--- src/rtl/dc1_xbit_fill_pkg.sv ---
// Shared types for the dc1 pbit line-fill sequencer and its fill FIFO.
package dc1_xbit_fill_pkg;
  localparam int PBIT_HALF_W = 16;
  localparam int LINE_PBIT_W = 2 * PBIT_HALF_W;
  localparam int ROW_MAX_W   = 16;

  // row is sized for the widest supported ADDR_WIDTH; the top zero-extends into it
  typedef struct packed {
    logic [ROW_MAX_W-1:0]   row;
    logic                   odd;
    logic [LINE_PBIT_W-1:0] pbits;
  } fill_entry_t;

  typedef enum logic [1:0] {IDLE, BEAT0, BEAT1} fill_state_e;

  function automatic logic byte_par_ok(input logic [LINE_PBIT_W-1:0] d, input logic [3:0] p);
    logic ok;
    ok = 1'b1;
    for (int i = 0; i < 4; i++) ok &= ^{d[8*i +: 8], p[i]};
    return ok;
  endfunction
endpackage

--- src/rtl/dc1_xbit_fill_fifo.sv ---
// Synchronous FIFO of fill entries with registered full/empty flags.
module dc1_xbit_fill_fifo
  import dc1_xbit_fill_pkg::*;
#(
  parameter int DEPTH = 4
) (
  input  logic                   clk,
  input  logic                   rst,
  input  logic                   push,
  input  fill_entry_t            push_data,
  input  logic                   pop,
  output fill_entry_t            head,
  output logic                   full,
  output logic                   empty,
  output logic [$clog2(DEPTH):0] count
);
  localparam int PW = $clog2(DEPTH);

  fill_entry_t   mem [DEPTH];
  logic [PW-1:0] wr_ptr, rd_ptr;
  logic [PW:0]   cnt_nxt;
  logic          do_push, do_pop;

  // a push into a full FIFO is legal when the head leaves in the same cycle
  assign do_pop  = pop & ~empty;
  assign do_push = push & (~full | do_pop);
  assign head    = mem[rd_ptr];

  always_comb begin
    cnt_nxt = count;
    if (do_push & ~do_pop)      cnt_nxt = count + 1'b1;
    else if (~do_push & do_pop) cnt_nxt = count - 1'b1;
  end

  always_ff @(posedge clk) begin
    if (do_push) mem[wr_ptr] <= push_data;
  end

  always_ff @(posedge clk) begin
    if (rst) begin
      wr_ptr <= '0;
      rd_ptr <= '0;
      count  <= '0;
      full   <= 1'b0;
      empty  <= 1'b1;
    end else begin
      if (do_push) wr_ptr <= wr_ptr + 1'b1;
      if (do_pop)  rd_ptr <= rd_ptr + 1'b1;
      count <= cnt_nxt;
      full  <= (cnt_nxt == (PW+1)'(DEPTH));
      empty <= (cnt_nxt == '0);
    end
  end
endmodule

--- src/rtl/dc1_xbit_fill.sv ---
// Line-fill sequencer and write-port-0 arbiter for the dc1 pbit store.
// Optional byte-parity check on fill data: define DC1_XBIT_FILL_PARITY_EN.
module dc1_xbit_fill
  import dc1_xbit_fill_pkg::*;
#(
  parameter int ADDR_WIDTH = 5,
  parameter int FIFO_DEPTH = 4,
  parameter int STARVE_MAX = 7
) (
  input  logic                   clk,
  input  logic                   rst,
  input  logic                   fill_valid,
  output logic                   fill_ready,
  input  logic [ADDR_WIDTH-1:0]  fill_row,
  input  logic                   fill_odd,
  input  logic [31:0]            fill_pbits,
  input  logic [3:0]             fill_par,
  input  logic                   st_clkEn,
  input  logic [ADDR_WIDTH+4:0]  st_addrE,
  input  logic [ADDR_WIDTH+4:0]  st_addrO,
  input  logic                   st_odd,
  input  logic                   st_d128,
  input  logic [1:0]             st_pbit,
  output logic                   st_stall,
  output logic                   write0_clkEn,
  output logic [ADDR_WIDTH+4:0]  write0_addrE,
  output logic [ADDR_WIDTH+4:0]  write0_addrO,
  output logic                   write0_odd,
  output logic                   write0_d128,
  output logic [1:0]             write0_pbit,
  output logic [1:0]             write_ins,
  output logic [PBIT_HALF_W-1:0] write_data,
  output logic                   fill_busy,
  output logic                   fill_perr
);
  localparam int SW = $clog2(STARVE_MAX + 1);
  localparam int CW = $clog2(FIFO_DEPTH) + 1;

  fill_entry_t   push_data, head;
  fill_state_e   state;
  logic [SW-1:0] starve;
  logic [CW-1:0] count;
  logic          full, empty, push, pop, want, grant, beat, half;
  logic [ADDR_WIDTH+4:0] beat_addr;
  logic          unused_row;

  assign fill_ready = ~full;
  assign push       = fill_valid & ~full;
  assign unused_row = ^head.row;

  always_comb begin
    push_data     = '0;
    push_data.row = ROW_MAX_W'(fill_row);
    push_data.odd = fill_odd;
`ifdef DC1_XBIT_FILL_PARITY_EN
    push_data.pbits = byte_par_ok(fill_pbits, fill_par) ? fill_pbits : '0;
`else
    push_data.pbits = fill_pbits;
`endif
  end

`ifdef DC1_XBIT_FILL_PARITY_EN
  always_ff @(posedge clk) begin
    if (rst) fill_perr <= 1'b0;
    else     fill_perr <= push & ~byte_par_ok(fill_pbits, fill_par);
  end
`else
  logic unused_par;
  assign unused_par = ^fill_par;
  assign fill_perr  = 1'b0;
`endif

  dc1_xbit_fill_fifo #(.DEPTH(FIFO_DEPTH)) u_fifo (
    .clk       (clk),
    .rst       (rst),
    .push      (push),
    .push_data (push_data),
    .pop       (pop),
    .head      (head),
    .full      (full),
    .empty     (empty),
    .count     (count)
  );

  // beats are issued combinationally from the state naming the pending half
  assign want  = ~rst & ((state != IDLE) | ~empty);
  assign grant = ~st_clkEn | full | (starve == SW'(STARVE_MAX));
  assign beat  = want & grant;
  assign half  = (state == BEAT1);
  assign pop   = beat & half;
  assign beat_addr = {half, head.row[ADDR_WIDTH-1:0], 4'b0000};
  assign fill_busy = ~empty | (state != IDLE);

  always_ff @(posedge clk) begin
    if (rst) begin
      state  <= IDLE;
      starve <= '0;
    end else begin
      if (beat)
        starve <= '0;
      else if (st_clkEn & ~empty & (starve != SW'(STARVE_MAX)))
        starve <= starve + 1'b1;
      if (beat)
        state <= half ? (((count > CW'(1)) | push) ? BEAT0 : IDLE) : BEAT1;
    end
  end

  always_comb begin
    write0_clkEn = st_clkEn;
    write0_addrE = st_addrE;
    write0_addrO = st_addrO;
    write0_odd   = st_odd;
    write0_d128  = st_d128;
    write0_pbit  = st_pbit;
    write_ins    = 2'b00;
    write_data   = '0;
    st_stall     = 1'b0;
    if (rst) begin
      write0_clkEn = 1'b0;
      write0_addrE = '0;
      write0_addrO = '0;
      write0_odd   = 1'b0;
      write0_d128  = 1'b0;
      write0_pbit  = 2'b00;
    end else if (beat) begin
      write0_clkEn = 1'b0;
      write0_addrE = beat_addr;
      write0_addrO = beat_addr;
      write0_odd   = 1'b0;
      write0_d128  = 1'b0;
      write0_pbit  = 2'b00;
      write_ins    = head.odd ? 2'b10 : 2'b01;
      write_data   = half ? head.pbits[LINE_PBIT_W-1:PBIT_HALF_W] : head.pbits[PBIT_HALF_W-1:0];
      st_stall     = st_clkEn;
    end
  end
endmodule
--- config.mk ---
export PLATFORM = sky130hd
export DESIGN_NAME = dc1_xbit_fill
export DESIGN_NICKNAME = d
export VERILOG_FILES = /design/src/rtl/dc1_xbit_fill_pkg.sv /design/src/rtl/dc1_xbit_fill_fifo.sv /design/src/rtl/dc1_xbit_fill.sv
export SDC_FILE = /design/constraint.sdc
export NUM_CORES = 1
export LEC_CHECK = 0
export ABC_CLOCK_PERIOD_IN_PS = 2900
export CAP_MARGIN = 30
export CORE_UTILIZATION = 45
export DETAILED_ROUTE_END_ITERATION = 8
export GPL_TIMING_DRIVEN = 0
export PLACE_DENSITY_LB_ADDON = 0.12
export SYNTH_ARGS = -nofsm -noshare
export SYNTH_HDL_FRONTEND = slang
export SYNTH_SLANG_ARGS = --single-unit
--- constraint.sdc ---
create_clock -name clk -period 2.9 [get_ports clk]
set_input_delay 0.435 -clock clk [delete_from_list [all_inputs] [get_ports clk]]
set_output_delay 0.435 -clock clk [all_outputs]
set_load 0.02 [all_outputs]
==> impl_metrics.tcl <==
set metrics [dict create \
    cap_violations 0 \
    power.leakage_uw 0.00315 \
    synth_edf_count 152 \
    seq_power_share 0.495 \
    fin_worst_skew_ns 0.0105 \
    ys_seq_area_frac 0.711 \
    powerDensity_nw_per_um2 632 \
    flow.area_growth_from_synthesis_pct 31.0 \
    p_clk_frac 0.375 \
    synth_largest_area_cell "edfxtp_1" \
    cp-start-kind "register" \
    grt.total_usage 0.217 \
    cp_max_fo 6 \
    r2r_start "u_fifo.full" \
    dieArea_sq_um 15800 \
    crit_start "starve[0]" \
    power.total_uw 5680 \
    antenna_found_initial 0 \
    coreArea_sq_um 14700 \
    r2r-end "u_fifo.mem[3][28]" \
    power_switching_uw 1350 \
    drcViolationCount 17 \
    grt_pass1_wl_um 25100 \
    nets 668 \
    ff2ff_setup_slack_ns 0.95 \
    fillCellCount 1136 \
    first_iter_violations 389 \
    combPwrFrac 0.130 \
    crit_required_ns 2.47 \
    vias 4551 \
    clkTransAtPathRegs_ns 0.06 \
    synth_top_area_frac 0.665 \
    start_util 0.467 \
    worst_ep_arrival_time_ns 2.38 \
    grt_pass1_vias 4583 \
    max_freq_mhz 355 \
    wire_per_inst_um 21.0 \
    avgSynthCellArea_sq_um 15.2 \
    drt.antenna.violating_nets 0 \
    cts_sinks 168 \
    cts_buffers 17 \
    synth_common_cells "edfxtp_1, a22oi_1, clkbuf_1, nand2_1" \
    grt_overflow 0 \
    setup-violations-final 0 \
    synthFlopType "edfxtp_1" \
    synthMostInstantiatedCell "edfxtp_1" \
    endpoint "write_data[12]" \
    synth_cells 452 \
    max-vdd-ir-drop_uv 435 \
    die_y_um 126 \
    grt_setup_unrepaired "false" \
    rows 44 \
    clock_latency_ns 0.43 \
    final_cell_area_sq_um 8990 \
    h-tree-depth 4 \
    io_pins 117 \
    slew_headroom 0.584 \
    fp.dieW_um 126 \
    viasPerCell 5.80 \
    drive_gt1_frac 0.200 \
    synth_area_sq_um 6870 \
    tightest_slew_ns 0.625 \
    reg2reg_depth 4 \
    end_kind "output port" \
    placed_area_sq_um 8300 \
    p_int_uw 4330 \
    switching_share 0.238 \
    ys_warn_count 0 \
    portBuffers 110 \
    fin_crit_ns 2.82 \
    hold_class "in -> reg" \
    async_reset_ff_frac 0 \
    status "complete, but fails checks" \
    hold_slack_ns 0.215 \
    finalWirelength_um 16500 \
    fin_crit_sh 0.972 \
    synth_nets 531 \
    slew_violations 0 \
    hpwl_um 10600 \
    cts_buffer_depth 2 \
    cts_tree "done" \
    yosys_register_bits 168 \
    violations "DRC" \
    antenna_cells 0 \
    first_pass_iters 7 \
    gp_congestion 0.760 \
    cts-root-buf "clkbuf_16" \
    synth_cell_type_count 46 \
    yosys-top-cells-area "edfxtp_1, a22oi_1, dfxtp_1" \
    hold_violations 0 \
    worstSetupPathType "reg -> out" \
    grt_max_degree 31 \
]
[metal layers]
metal  GRT usage  share of wire  vias to the layer above
met1       0.263           0.41                     2249
li1            -              -                     2089
met4       0.102          0.023                        0
met2       0.372           0.51                      188
met5           0              0                        -
met3      0.0454          0.057                       25
[per-stage QoR]
| step | instances | worst slack (ns) | utilization | setup TNS [ns] |
|---|---|---|---|---|
| floorplan | 452 | 0.377 | - | 0 |
| global placement | 746 | -0.758 | 0.558 | -90.77 |
| detailed placement | 750 | -0.781 | 0.565 | -19.50 |
| CTS | 781 | 0.000791 | 0.613 | 0 |
| global route | 785 | 0.0187 | 0.612 | 0 |
| finish | 785 | 0.0817 | 0.612 | 0 |
[kinds of logic after synthesis]
kind of cell               synth area share
AOI/OAI and AO/OA                     0.150
xor gates and xnor gates            0.00765
adders and majority gates            0.0179
buffers and inverters                0.0257
DFF                                   0.711
muxes                                0.0241
other                              0.000546
and+or+nand+nor                      0.0625
[sequential cells by signal, indices dropped and copies added (netlist names), named ones only]
name	cells
u_fifo.wr_ptr	2
starve	3
u_fifo.rd_ptr	2
u_fifo.empty	1
state	2
u_fifo.mem	152
u_fifo.count	3
u_fifo.full	1
[area by class of cell]
type	instances	area (sq um)	share of cell area
sequential	168	4890	0.543
multi-input combinational	241	1900	0.211
timing repair buffer	119	1130	0.126
clock buffer	18	429	0.0477
buffer	34	260	0.0289
tap	184	230	0.0256
clock inverter	13	130	0.0145
inverter	8	30.0	0.00334
[how the worst min path moves through the flow]
| stage | start | to | depth (start not counted) |
|---|---|---|---|
| 3_3_place_gp | starve[1] | starve[1] | 2 |
| 5_1_grt | rst | u_fifo.full | 2 |
| 6_report | rst | u_fifo.full | 2 |
| 3_5_place_dp | u_fifo.wr_ptr[1] | u_fifo.wr_ptr[1] | 2 |
| 2_1_floorplan | starve[1] | starve[1] | 2 |
| 4_1_cts | rst | u_fifo.full | 2 |
[power by group through the flow]
| stage | combinational (uW) | sequential [uW] | clock, uW |
|---|---|---|---|
| global route | 799 | 2820 | 2240 |
| floorplan | 398 | 2850 | 0 |
| detailed placement | 738 | 2860 | 0 |
| global placement | 707 | 2860 | 0 |
| finish | 738 | 2810 | 2130 |
| CTS | 743 | 2810 | 2170 |
[layout by cell type (no fill, tap or decap), types with 3 or more instances in the layout]
cell type        count
a21oi_1             15
a221oi_1             3
a22oi_1             60
and2_2               4
and3_1              15
buf_2               23
buf_4                7
buf_6                5
clkbuf_1             8
clkbuf_16           20
clkbuf_2            13
clkdlybuf4s15_2      6
clkdlybuf4s50_1     66
clkinv_1             3
clkinvlp_4           3
dfxtp_1             15
dlygate4sd2_1       14
edfxtp_1           152
ha_1                 7
inv_1                8
mux2i_1              3
mux4_2               6
nand2_1             25
nor2_1              13
o21a_1              16
o221ai_1            14
o22ai_1             14
xnor2_1              5
[critical path, stage by stage, from the launching register on]
cell       delay (ns)
dfxtp_2          0.34
ha_4             0.16
ha_4             0.17
or3b_4           0.45
nand3_4          0.21
clkbuf_16        0.20
o221ai_1         0.11
o21a_1           0.16
buf_2            0.16
[what timing repair did]
item,CTS,global route
hold buffers,0,0
setup buffers,1,1
gates cloned,0,3
pin swaps,2,1
resized for setup,150,36
endpoints found under the setup margin,44,36
Power figures use the tool's default switching activity.
